## src/rtl/wb_stage_pkg.sv

```systemverilog
// Shared definitions for the writeback stage: bus widths, CP0 numbering,
// exception codes and the packed layout of the memory-to-writeback bus.
package wb_stage_pkg;
  localparam int MS_TO_WS_BUS_WD = 117;
  localparam int WS_FWD_BUS_WD   = 39;

  localparam logic [4:0] CP0_COUNT   = 5'd9;
  localparam logic [4:0] CP0_COMPARE = 5'd11;
  localparam logic [4:0] CP0_STATUS  = 5'd12;
  localparam logic [4:0] CP0_CAUSE   = 5'd13;
  localparam logic [4:0] CP0_EPC     = 5'd14;

  localparam logic [4:0] EXC_INT  = 5'd0;
  localparam logic [4:0] EXC_ADEL = 5'd4;
  localparam logic [4:0] EXC_ADES = 5'd5;
  localparam logic [4:0] EXC_SYS  = 5'd8;
  localparam logic [4:0] EXC_BP   = 5'd9;
  localparam logic [4:0] EXC_RI   = 5'd10;
  localparam logic [4:0] EXC_OV   = 5'd12;

  localparam logic [31:0] EX_ENTRY_DEF = 32'hbfc0_0380;

  typedef struct packed {
    logic        ex;
    logic        eret;
    logic        bd;
    logic [4:0]  excode;
    logic [4:0]  rt;
    logic        mfc0;
    logic        mtc0;
    logic [31:0] rt_value;
    logic        gr_we;
    logic [4:0]  dest;
    logic [31:0] result;
    logic [31:0] pc;
  } ms_bus_t;

  typedef struct packed {
    logic        we;
    logic [4:0]  addr;
    logic [31:0] wdata;
  } cp0_wr_t;

  typedef struct packed {
    logic        ex;
    logic        eret;
    logic        bd;
    logic [4:0]  code;
    logic [31:0] pc;
  } cp0_exc_t;

  // EPC points at the branch when the faulting instruction sits in a delay slot.
  function automatic logic [31:0] exc_epc(input logic bd, input logic [31:0] pc);
    return bd ? pc - 32'd4 : pc;
  endfunction
endpackage

```

## src/rtl/wb_stage_cp0.sv

```systemverilog
// CP0 register file: Status/Cause/EPC/Count/Compare, timer interrupt,
// exception/eret state updates and the mfc0 read mux.
module cp0_regs
  import wb_stage_pkg::*;
#(
  parameter int COUNT_DIV = 2
) (
  input  logic        clk,
  input  logic        reset,
  input  cp0_wr_t     wr,
  input  cp0_exc_t    exc,
  input  logic [4:0]  raddr,
  output logic [31:0] rdata,
  output logic [31:0] epc,
  output logic        int_pending
);
  localparam logic DIV1 = (COUNT_DIV == 1);

  logic [7:0]  im;
  logic        exl, ie;
  logic        bd, ti;
  logic [1:0]  ip_sw;
  logic [4:0]  excode;
  logic [31:0] count, compare;
  logic        tick;
  logic [7:0]  ip;

  logic wr_status, wr_cause, wr_epc, wr_count, wr_compare;
  assign wr_status  = wr.we && wr.addr == CP0_STATUS;
  assign wr_cause   = wr.we && wr.addr == CP0_CAUSE;
  assign wr_epc     = wr.we && wr.addr == CP0_EPC;
  assign wr_count   = wr.we && wr.addr == CP0_COUNT;
  assign wr_compare = wr.we && wr.addr == CP0_COMPARE;

  always_ff @(posedge clk) begin
    if (reset) begin
      im  <= '0;
      exl <= 1'b0;
      ie  <= 1'b0;
    end else begin
      if (wr_status) begin
        im  <= wr.wdata[15:8];
        exl <= wr.wdata[1];
        ie  <= wr.wdata[0];
      end
      if (exc.ex)        exl <= 1'b1;
      else if (exc.eret) exl <= 1'b0;
    end
  end

  // A nested exception (EXL already set) keeps the original BD and EPC.
  always_ff @(posedge clk) begin
    if (reset) begin
      bd     <= 1'b0;
      ip_sw  <= '0;
      excode <= '0;
      epc    <= '0;
    end else begin
      if (wr_cause) ip_sw <= wr.wdata[9:8];
      if (wr_epc)   epc   <= wr.wdata;
      if (exc.ex) begin
        excode <= exc.code;
        if (!exl) begin
          bd  <= exc.bd;
          epc <= exc_epc(exc.bd, exc.pc);
        end
      end
    end
  end

  always_ff @(posedge clk) begin
    if (reset) begin
      count <= '0;
      tick  <= 1'b0;
    end else if (wr_count) begin
      count <= wr.wdata;
      tick  <= 1'b0;
    end else begin
      if (DIV1 || tick) count <= count + 32'd1;
      tick <= DIV1 ? 1'b1 : ~tick;
    end
  end

  // TI is sticky until software rewrites Compare.
  always_ff @(posedge clk) begin
    if (reset) begin
      compare <= '0;
      ti      <= 1'b0;
    end else if (wr_compare) begin
      compare <= wr.wdata;
      ti      <= 1'b0;
    end else if (count == compare) begin
      ti <= 1'b1;
    end
  end

  assign ip          = {ti, 5'b0, ip_sw};
  assign int_pending = ie & ~exl & (|(ip & im));

  always_comb begin
    rdata = '0;
    case (raddr)
      CP0_COUNT:   rdata = count;
      CP0_COMPARE: rdata = compare;
      CP0_STATUS:  rdata = {9'b0, 1'b1, 6'b0, im, 6'b0, exl, ie};
      CP0_CAUSE:   rdata = {bd, ti, 14'b0, ip, 1'b0, excode, 2'b0};
      CP0_EPC:     rdata = epc;
      default:     rdata = '0;
    endcase
  end
endmodule

```

## src/rtl/wb_stage.sv

```systemverilog
// Writeback stage: accepts the memory-stage bus, commits GPR writes,
// drives CP0 access and raises the flush/redirect for exceptions and eret.
module wb_stage
  import wb_stage_pkg::*;
#(
  parameter logic [31:0] EX_ENTRY  = EX_ENTRY_DEF,
  parameter int          COUNT_DIV = 2
) (
  input  logic                       clk,
  input  logic                       reset,
  input  logic                       ms_to_ws_valid,
  input  logic [MS_TO_WS_BUS_WD-1:0] ms_to_ws_bus,
  output logic                       ws_allowin,
  output logic                       ws_to_ms_bus,
  output logic                       ws_flush,
  output logic [31:0]                ws_flush_pc,
  output logic                       ws_int_pending,
  output logic [WS_FWD_BUS_WD-1:0]   ws_fwd_bus,
  output logic                       rf_we,
  output logic [4:0]                 rf_waddr,
  output logic [31:0]                rf_wdata,
  output logic [31:0]                debug_wb_pc,
  output logic [3:0]                 debug_wb_rf_wen,
  output logic [4:0]                 debug_wb_rf_wnum,
  output logic [31:0]                debug_wb_rf_wdata
);
  logic        ws_valid;
  logic        ready_go;
  ms_bus_t     ws;
  cp0_wr_t     cp0_wr;
  cp0_exc_t    cp0_exc;
  logic [31:0] cp0_rdata, cp0_epc;

  assign ready_go   = 1'b1;
  assign ws_allowin = ~ws_valid | ready_go;

  // Younger instruction arriving behind a flushing one is dropped.
  always_ff @(posedge clk) begin
    if (reset)           ws_valid <= 1'b0;
    else if (ws_allowin) ws_valid <= ms_to_ws_valid & ~ws_flush;
  end

  always_ff @(posedge clk) begin
    if (reset)                            ws <= '0;
    else if (ms_to_ws_valid & ws_allowin) ws <= ms_to_ws_bus;
  end

  assign cp0_wr.we     = ws_valid & ws.mtc0 & ~ws.ex;
  assign cp0_wr.addr   = ws.dest;
  assign cp0_wr.wdata  = ws.rt_value;
  assign cp0_exc.ex    = ws_valid & ws.ex;
  assign cp0_exc.eret  = ws_valid & ws.eret & ~ws.ex;
  assign cp0_exc.bd    = ws.bd;
  assign cp0_exc.code  = ws.excode;
  assign cp0_exc.pc    = ws.pc;

  cp0_regs #(.COUNT_DIV(COUNT_DIV)) u_cp0 (
    .clk         (clk),
    .reset       (reset),
    .wr          (cp0_wr),
    .exc         (cp0_exc),
    .raddr       (ws.dest),
    .rdata       (cp0_rdata),
    .epc         (cp0_epc),
    .int_pending (ws_int_pending)
  );

  // Gated by reset so an instruction caught by reset neither commits nor redirects.
  assign ws_flush     = ws_valid & (ws.ex | ws.eret) & ~reset;
  assign ws_to_ms_bus = ws_flush;
  assign ws_flush_pc  = ws.ex ? EX_ENTRY : cp0_epc;

  assign rf_we    = ws_valid & ~ws.ex & ~reset &
                    (ws.mfc0 ? (ws.rt != 5'd0) : (ws.gr_we & (ws.dest != 5'd0)));
  assign rf_waddr = ws.mfc0 ? ws.rt : ws.dest;
  assign rf_wdata = ws.mfc0 ? cp0_rdata : ws.result;

  assign ws_fwd_bus = {ws.mfc0 & ws_valid, rf_wdata, rf_we, rf_waddr};

  assign debug_wb_pc       = ws_valid ? ws.pc : 32'd0;
  assign debug_wb_rf_wen   = {4{rf_we}};
  assign debug_wb_rf_wnum  = rf_waddr;
  assign debug_wb_rf_wdata = rf_wdata;
endmodule

```

## config.mk

```make
export PLATFORM = sky130hd
export DESIGN_NAME = wb_stage
export DESIGN_NICKNAME = d
export VERILOG_FILES = /design/src/rtl/wb_stage_pkg.sv /design/src/rtl/wb_stage_cp0.sv /design/src/rtl/wb_stage.sv
export SDC_FILE = /design/constraint.sdc
export NUM_CORES = 1
export LEC_CHECK = 0
export BUFFER_PORTS_ARGS = -buffer_cell sky130_fd_sc_hd__buf_2
export CAP_MARGIN = 20
export CORE_MARGIN = 2
export CORE_UTILIZATION = 30
export CTS_CLUSTER_DIAMETER = 40
export DETAILED_ROUTE_END_ITERATION = 8
export PLACE_DENSITY = 0.47
export SLEW_MARGIN = 0
export SYNTH_ARGS = -nofsm -noshare
export SYNTH_HDL_FRONTEND = slang
export SYNTH_SLANG_ARGS = --single-unit
```

## constraint.sdc

```tcl
create_clock -name clk -period 4.4 [get_ports clk]
set_input_delay 0.22 -clock clk [delete_from_list [all_inputs] [get_ports clk]]
set_output_delay 0.22 -clock clk [all_outputs]
set_load 0.02 [all_outputs]
```

==> results of run 1 <==
==> routing by layer <==
| metal | vias up | track usage (%) | share of wire (%) |
|---|---|---|---|
| li1 | 5529 | - | - |
| met1 | 5241 | 28.9 | 48 |
| met2 | 350 | 31.7 | 44 |
| met3 | 67 | 3.61 | 5.6 |
| met4 | 0 | 7.07 | 2.5 |
| met5 | - | 0 | 0 |
==> sequential cells by signal (all words and copies together), names as in the netlist, 2 cells and up <==
| signal | flops |
|---|---|
| u_cp0.count | 32 |
| u_cp0.epc | 32 |
| cp0_exc | 38 |
| u_cp0.im | 8 |
| u_cp0.compare | 32 |
| ws | 42 |
| cp0_wr | 37 |
| u_cp0.ip_sw | 2 |
| u_cp0.excode | 5 |
==> worst max-delay path by stage <==
stage	startpoint	to	slack, ns
after floorplan	cp0_wr[35]	rf_wdata[19]	1.87
after global placement	cp0_wr[35]	debug_wb_rf_wdata[5]	1.65
after detailed placement	cp0_wr[35]	debug_wb_rf_wdata[5]	1.60
after CTS	cp0_wr[35]	debug_wb_rf_wdata[5]	0.99
after global routing	cp0_wr[35]	debug_wb_rf_wdata[8]	0.81
final	cp0_wr[35]	rf_wdata[4]	1.00
==> stage by stage <==
stage	cell area, um^2	cells	setup slack [ns]	power (mW)
global route	16500	2301	0.811	7.08
global placement	13600	2093	1.65	2.96
detailed placement	13600	2094	1.60	2.97
finish	16500	2301	1.00	6.82
CTS	16500	2301	0.994	6.90
floorplan	12200	1438	1.87	2.77
==> power groups by stage <==
stage               clock network [mW]  registers, mW  logic (mW)
floorplan                            0           2.29       0.478
global placement                     0           2.35       0.612
global route                      4.00           2.32       0.756
detailed placement                   0           2.35       0.617
finish                            3.82           2.31       0.695
CTS                               3.89           2.31       0.700
==> final cells by class <==
class	count	area, um^2
clock buffer	63	1370
fill	4007	23400
timing repair buffer	443	2900
clock inverter	27	343
sequential	234	4690
tap	525	657
multi-input combinational	972	6370
inverter	37	139
==> worst reg2reg max path: stages, from the launching register on <==
cell and delay (ns):
dfxtp_1 0.46, nand3b_1 0.29, nor3_2 0.48, buf_4 0.44, nand2_1 0.26, buf_4 0.27
a211oi_1 0.32, a211oi_2 0.07
==> cells in the final DEF, fill, tap and decap left out, types with 20 or more instances in the layout <==
master | netlist | final
nand2_1 | 124 | 124
clkbuf_16 | 0 | 51
o22ai_1 | 26 | 26
inv_1 | 37 | 37
a21oi_1 | 54 | 54
nor2b_1 | 22 | 22
xnor2_1 | 66 | 66
nand4_1 | 23 | 23
buf_4 | 81 | 20
buf_2 | 4 | 302
xor2_1 | 23 | 23
nor2_1 | 188 | 187
mux2i_1 | 138 | 138
and2_1 | 47 | 47
dfxtp_1 | 234 | 233
dlygate4sd3_1 | 0 | 117
a211oi_1 | 43 | 43
==> repair_timing <==
| item | CTS | global route |
|---|---|---|
| endpoints found under the hold margin | 117 | 0 |
| hold buffers | 117 | 0 |
| buffers inserted | 0 | 0 |
==> kinds of logic (layout without fill, tap and decap cells) <==
kind of cell,Yosys count,count (layout),synth area share [%]
other,1,1,0.0307
DFF,234,234,38.4
and+or+nand+nor,515,515,20.7
xor gates and xnor gates,89,89,6.39
AOI/OAI and AO/OA,223,223,12.8
adders and majority gates,2,2,0.205
muxes,142,142,11.7
buffers and inverters,232,570,9.73
==> key figures, run 1 <==
Setup path
  • Worst reg2reg startpoint: cp0_wr[34]
  • CP peak stage delay: 0.88 ns
  • FF-to-FF End: u_cp0.epc[25]
  • Worst path slowest cell: and3_1
  • Crit path max fanout: 22
  • R2R depth: 7
  • Critical Path RT: 4.18 ns
  • Stages on the worst setup path: 7
  • Crit path DAT: 3.18 ns
  • Nature of the critical path endpoint: output pin
  • CP delay by family, top: simple AND/OR/NAND/NOR gates
  • CP Cell Sequence: nor3b_1, and3_1, buf_4, a22oi_1, a21o_1, o21ai_1, buf_2
  • Reg2reg setup slack: 1.64 ns
  • CP bufs+invs: 2
  • Startpoint Class: flop
  • Worst Setup Path Type: flop to output pin

Synth
  • Synthesized area per cell: 8.49 um^2
  • Post-synth design cell area: 0.0122 mm^2
  • Most common flop cell mapped by yosys: dfxtp_1
  • Most numerous cell in the Yosys netlist: dfxtp_1
  • Syn nets: 1560
  • Netlist cell types: 55
  • Largest cells by area after synthesis: dfxtp_1 (38%), mux2i_1 (11%), nor2_1 (5.8%)
  • EDFF count, synth: 0
  • Post-Syn Instances: 1438
  • Ys async rst share: 0%
  • Yosys warns: 0
  • List of most frequent post-synthesis cells: dfxtp_1 (234), nor2_1 (188), mux2i_1 (138), nand2_1 (124), clkbuf_1 (95)
  • Sequential fraction of the synthesis area: 38.4%
  • Yosys top cell by area: dfxtp_1
  • Number of synthesized register bits: 234
  • Top-area cell type share of the netlist area: 38.4%

Run status
  • Outcome: finished clean

CTS
  • Clk buf depth: 3
  • Depth of the CTS H-tree: 2
  • Clock sink count: 234
  • Clock transition at path regs: 0.04 ns
  • PostCTS Resize Cnt: 0
  • Clk Latency, worst-skew pair: 0.57 ns
  • Total CTS buffers: 49
  • Clock root buffer: clkbuf_16
  • TritonCTS clock tree: yes

STA
  • Max Slew Vio Count: 0
  • Hold Vio Cnt, Final: 0
  • RSZ-0062 raised after global routing: false
  • Max Clock Skew: 0.0194 ns
  • Final Critical Period: 3.40 ns
  • Final setup fails: 0
  • Hold_ws: 0.140 ns
  • Setup_tns: 0 ns
  • Period utilization: 77.2%
  • FMAX: 294 MHz
  • Rel. slew slack: 27.5%
  • Worst Tran Pin Value: 1.08 ns

Power
  • Flop pwr share: 33.9%
  • Power Density: 414 mW/mm^2
  • Clock share of power: 55.9%
  • Net Sw Power: 1.76 mW
  • Pint: 5.06 mW
  • Leakage Power: 6.95 nW
  • Logic gate share of total power: 10.2%
  • Sw Ratio: 25.8%
  • Worst vdd ir: 0.232 mV

Route
  • WL final: 44400 um
  • Final ANT Viol Nets: 0
  • Iter 0 DRT Violations: 809
  • # DRC: 0
  • Routed WL per cell: 19.3 um
  • Vias per cell: 4.86
  • DR vias: 11200
  • DR pass1 iterations: 7

Final layout
  • Diodes inserted: 0
  • Fin nets: 1859
  • P&R area growth vs syn: 34.9%
  • Fin util: 41.3%
  • Layout cells sized above 1: 25.2%

Min path
  • WHS Path Cells: 2
  • Hold wc startpoint: reset
  • Hold worst-path end: cp0_exc[9]
  • Hold Crit Class: primary input to flop

Die
  • Die Wd: 206 um
  • Die area: 0.0423 mm^2
  • Row cnt: 73
  • Core area: 0.0399 mm^2
  • IO Count: 306
  • Die Ht: 206 um
  • Initial core utilization: 30.6%

Place
  • Final HPWL DP: 30900 um
  • GPL Wtd Cong: 0.859
  • Port Buffer Count: 304

Global routing
  • Initial antenna violation count: 0
  • Largest net degree at the start of global routing: 92
  • Vias in the first global route: 10800
  • Grt ovf: 0
  • First-pass GRT wire length: 66200 um
  • Gr usage total: 20.6%

Run
  • Maxcap violations: 0
Power figures use the tool's default switching activity.
==> run 2, diff against run 1 <==
--- a/config.mk
+++ b/config.mk
@@ -11,7 +11,7 @@
 export CORE_UTILIZATION = 30
 export CTS_CLUSTER_DIAMETER = 40
 export DETAILED_ROUTE_END_ITERATION = 8
-export PLACE_DENSITY = 0.47
+export PLACE_DENSITY = 0.49
 export SLEW_MARGIN = 0
 export SYNTH_ARGS = -nofsm -noshare
 export SYNTH_HDL_FRONTEND = slang
==> constraint.sdc (replaced) <==
create_clock -name clk -period 2.81 [get_ports clk]
set_input_delay 0.1405 -clock clk [delete_from_list [all_inputs] [get_ports clk]]
set_output_delay 0.1405 -clock clk [all_outputs]
set_load 0.02 [all_outputs]
==> run 2 against run 1 <==
- via count rose by 0.14%
- sequential share of layout area fell by 0.17 points
- die area did not move
- flip-flop and latch count did not move
- clock power rose by 55%
- highest routed layer unchanged
- critical path depth fell by 1
- worst setup slack got worse by 0.90 ns
- critical path type unchanged
- register-to-register slack got worse by 1.2 ns
==> key figures, run 2 (synthesis gave the netlist of run 1 again) <==
Run status
  • Outcome: finished clean

Global routing
  • Largest net degree at the start of global routing: 74
  • Grt ovf: 0
  • First-pass GRT wire length: 65100 um
  • Initial antenna violation count: 0
  • Gr usage total: 20.3%
  • Vias in the first global route: 10700

Setup path
  • Reg2reg setup slack: 0.47 ns
  • Nature of the critical path endpoint: output pin
  • Crit path DAT: 2.56 ns
  • FF-to-FF End: u_cp0.epc[25]
  • Worst Setup Path Type: flop to output pin
  • Startpoint Class: flop
  • R2R depth: 5
  • Crit path launch: cp0_wr[35]
  • Worst reg2reg startpoint: cp0_exc[16]
  • Critical Path RT: 2.67 ns
  • Crit path max fanout: 25

Final layout
  • FF/Latch Area: 0.00469 mm^2
  • Commonest non-fill, non-tap cell in the layout: buf_2
  • Fin util: 41.6%
  • Layout Cells excl Fill: 2309
  • Commonest non-fill, non-tap cells in the layout: buf_2 (301), dfxtp_1 (228), nor2_1 (187), mux2i_1 (138), nand2_1 (124)
  • Layout cells sized above 1: 26.3%
  • Multi-input gate area: 0.00641 mm^2
  • P&R area growth vs syn: 36.0%
  • Fill count: 3988
  • Fin nets: 1868
  • Number of flip-flops in the largest register: 42
  • Most flops, register: ws

STA
  • FMAX: 370 MHz
  • Final setup fails: 0
  • Final setup margin: 0.109 ns
  • Hold Vio Cnt, Final: 0
  • Rel. slew slack: 49.8%
  • Max Clock Skew: 0.0212 ns
  • Final Critical Period: 2.70 ns
  • RSZ-0062 raised after global routing: false
  • Period utilization: 96.1%
  • Max Slew Vio Count: 0
  • Setup_tns: 0 ns
  • Worst Tran Pin Value: 0.754 ns

CTS
  • Depth of the CTS H-tree: 2
  • Clk Latency, worst-skew pair: 0.57 ns
  • Total CTS buffers: 47
  • Clk buf depth: 3
  • Clock transition at path regs: 0.05 ns
  • TritonCTS clock tree: yes
  • Clock sink count: 234
  • Clock root buffer: clkbuf_16

Place
  • Placed cell count: 2105
  • Final HPWL DP: 31100 um
  • Port Buffer Count: 304
  • Pre-CTS WS: 0.373 ns
  • GPL Wtd Cong: 0.854

Route
  • WL final: 43800 um
  • DR vias: 11200
  • Routed WL per cell: 18.9 um
  • Iter 0 DRT Violations: 920
  • Vias per cell: 4.85
  • # DRC: 0
  • Final ANT Viol Nets: 0
  • DR pass1 iterations: 5

Min path
  • Hold worst-path end: cp0_exc[1]
  • Hold wc startpoint: reset
  • WHS Path Cells: 2
  • Hold Crit Class: primary input to flop

Power
  • Leakage Power: 7.00 nW
  • Tot Pwr: 10.6 mW
  • Power Density: 641 mW/mm^2
  • Worst vdd ir: 0.455 mV

Die
  • Die Wd: 206 um
  • Core area: 0.0399 mm^2
  • Row cnt: 73
  • Die Ht: 206 um
  • IO Count: 306
  • Initial core utilization: 30.6%
  • Die area: 0.0423 mm^2

Run
  • Maxcap violations: 0
-- run 2: per-stage QoR --
step	cell area [um^2]	hold WS, ns
6_report	16600	0.0258
2_1_floorplan	12200	0.288
3_5_place_dp	13700	0.382
5_1_grt	16600	0.0431
3_3_place_gp	13700	0.374
4_1_cts	16600	0.0144
-- run 2: worst max-delay path by stage --
stage / to / slack [ns] / cells past startpoint
6_report: rf_wdata[29] / 0.11 / 6
5_1_grt: debug_wb_rf_wdata[29] / 0.005 / 6
4_1_cts: rf_wdata[10] / 0.005 / 7
3_5_place_dp: rf_wdata[2] / 0.37 / 7
3_3_place_gp: debug_wb_rf_wdata[2] / 0.43 / 7
2_1_floorplan: rf_wdata[19] / 0.36 / 8
-- run 2: layout make-up --
class / instances / area share, %
Tap cell: 525 / 3.96
Sequential cell: 234 / 28.3
Timing Repair Buffer: 454 / 18.3
Inverter: 37 / 0.837
Clock inverter: 29 / 2.44
Clock buffer: 57 / 7.61
Multi-Input combinational cell: 972 / 38.6
Antenna cell: 1 / 0.0151
-- run 2: timing repair --
action / in CTS / in global routing
hold buffers: 117 / 0
resized for setup: 6 / 9
pin swaps: 0 / 3
setup buffers: 0 / 0
endpoints found under the hold margin: 117 / 0
endpoints found under the setup margin: 81 / 33
cloned: 0 / 0
-- run 2: routing by layer --
metal | share of wire, % | vias to the layer above | global-route usage (%)
met4 | 2.6 | 0 | 7.35
met3 | 5.5 | 64 | 3.14
met2 | 44 | 352 | 30.9
li1 | - | 5544 | -
met5 | 0 | - | 0
met1 | 47 | 5243 | 28.9
-- run 2: critical path: stages, from the launching register on --
cell and delay, ns:
dfxtp_2 0.35, nor3b_2 0.18, and2_4 0.20, buf_12 0.18, a222oi_1 0.62, o22ai_1 0.23
buf_2 0.21
-- run 2: power by group --
group	internal [mW]	switching (mW)
combinational	0.486	0.612
sequential	3.45	0.171
clock	4.01	1.91
total	7.95	2.69
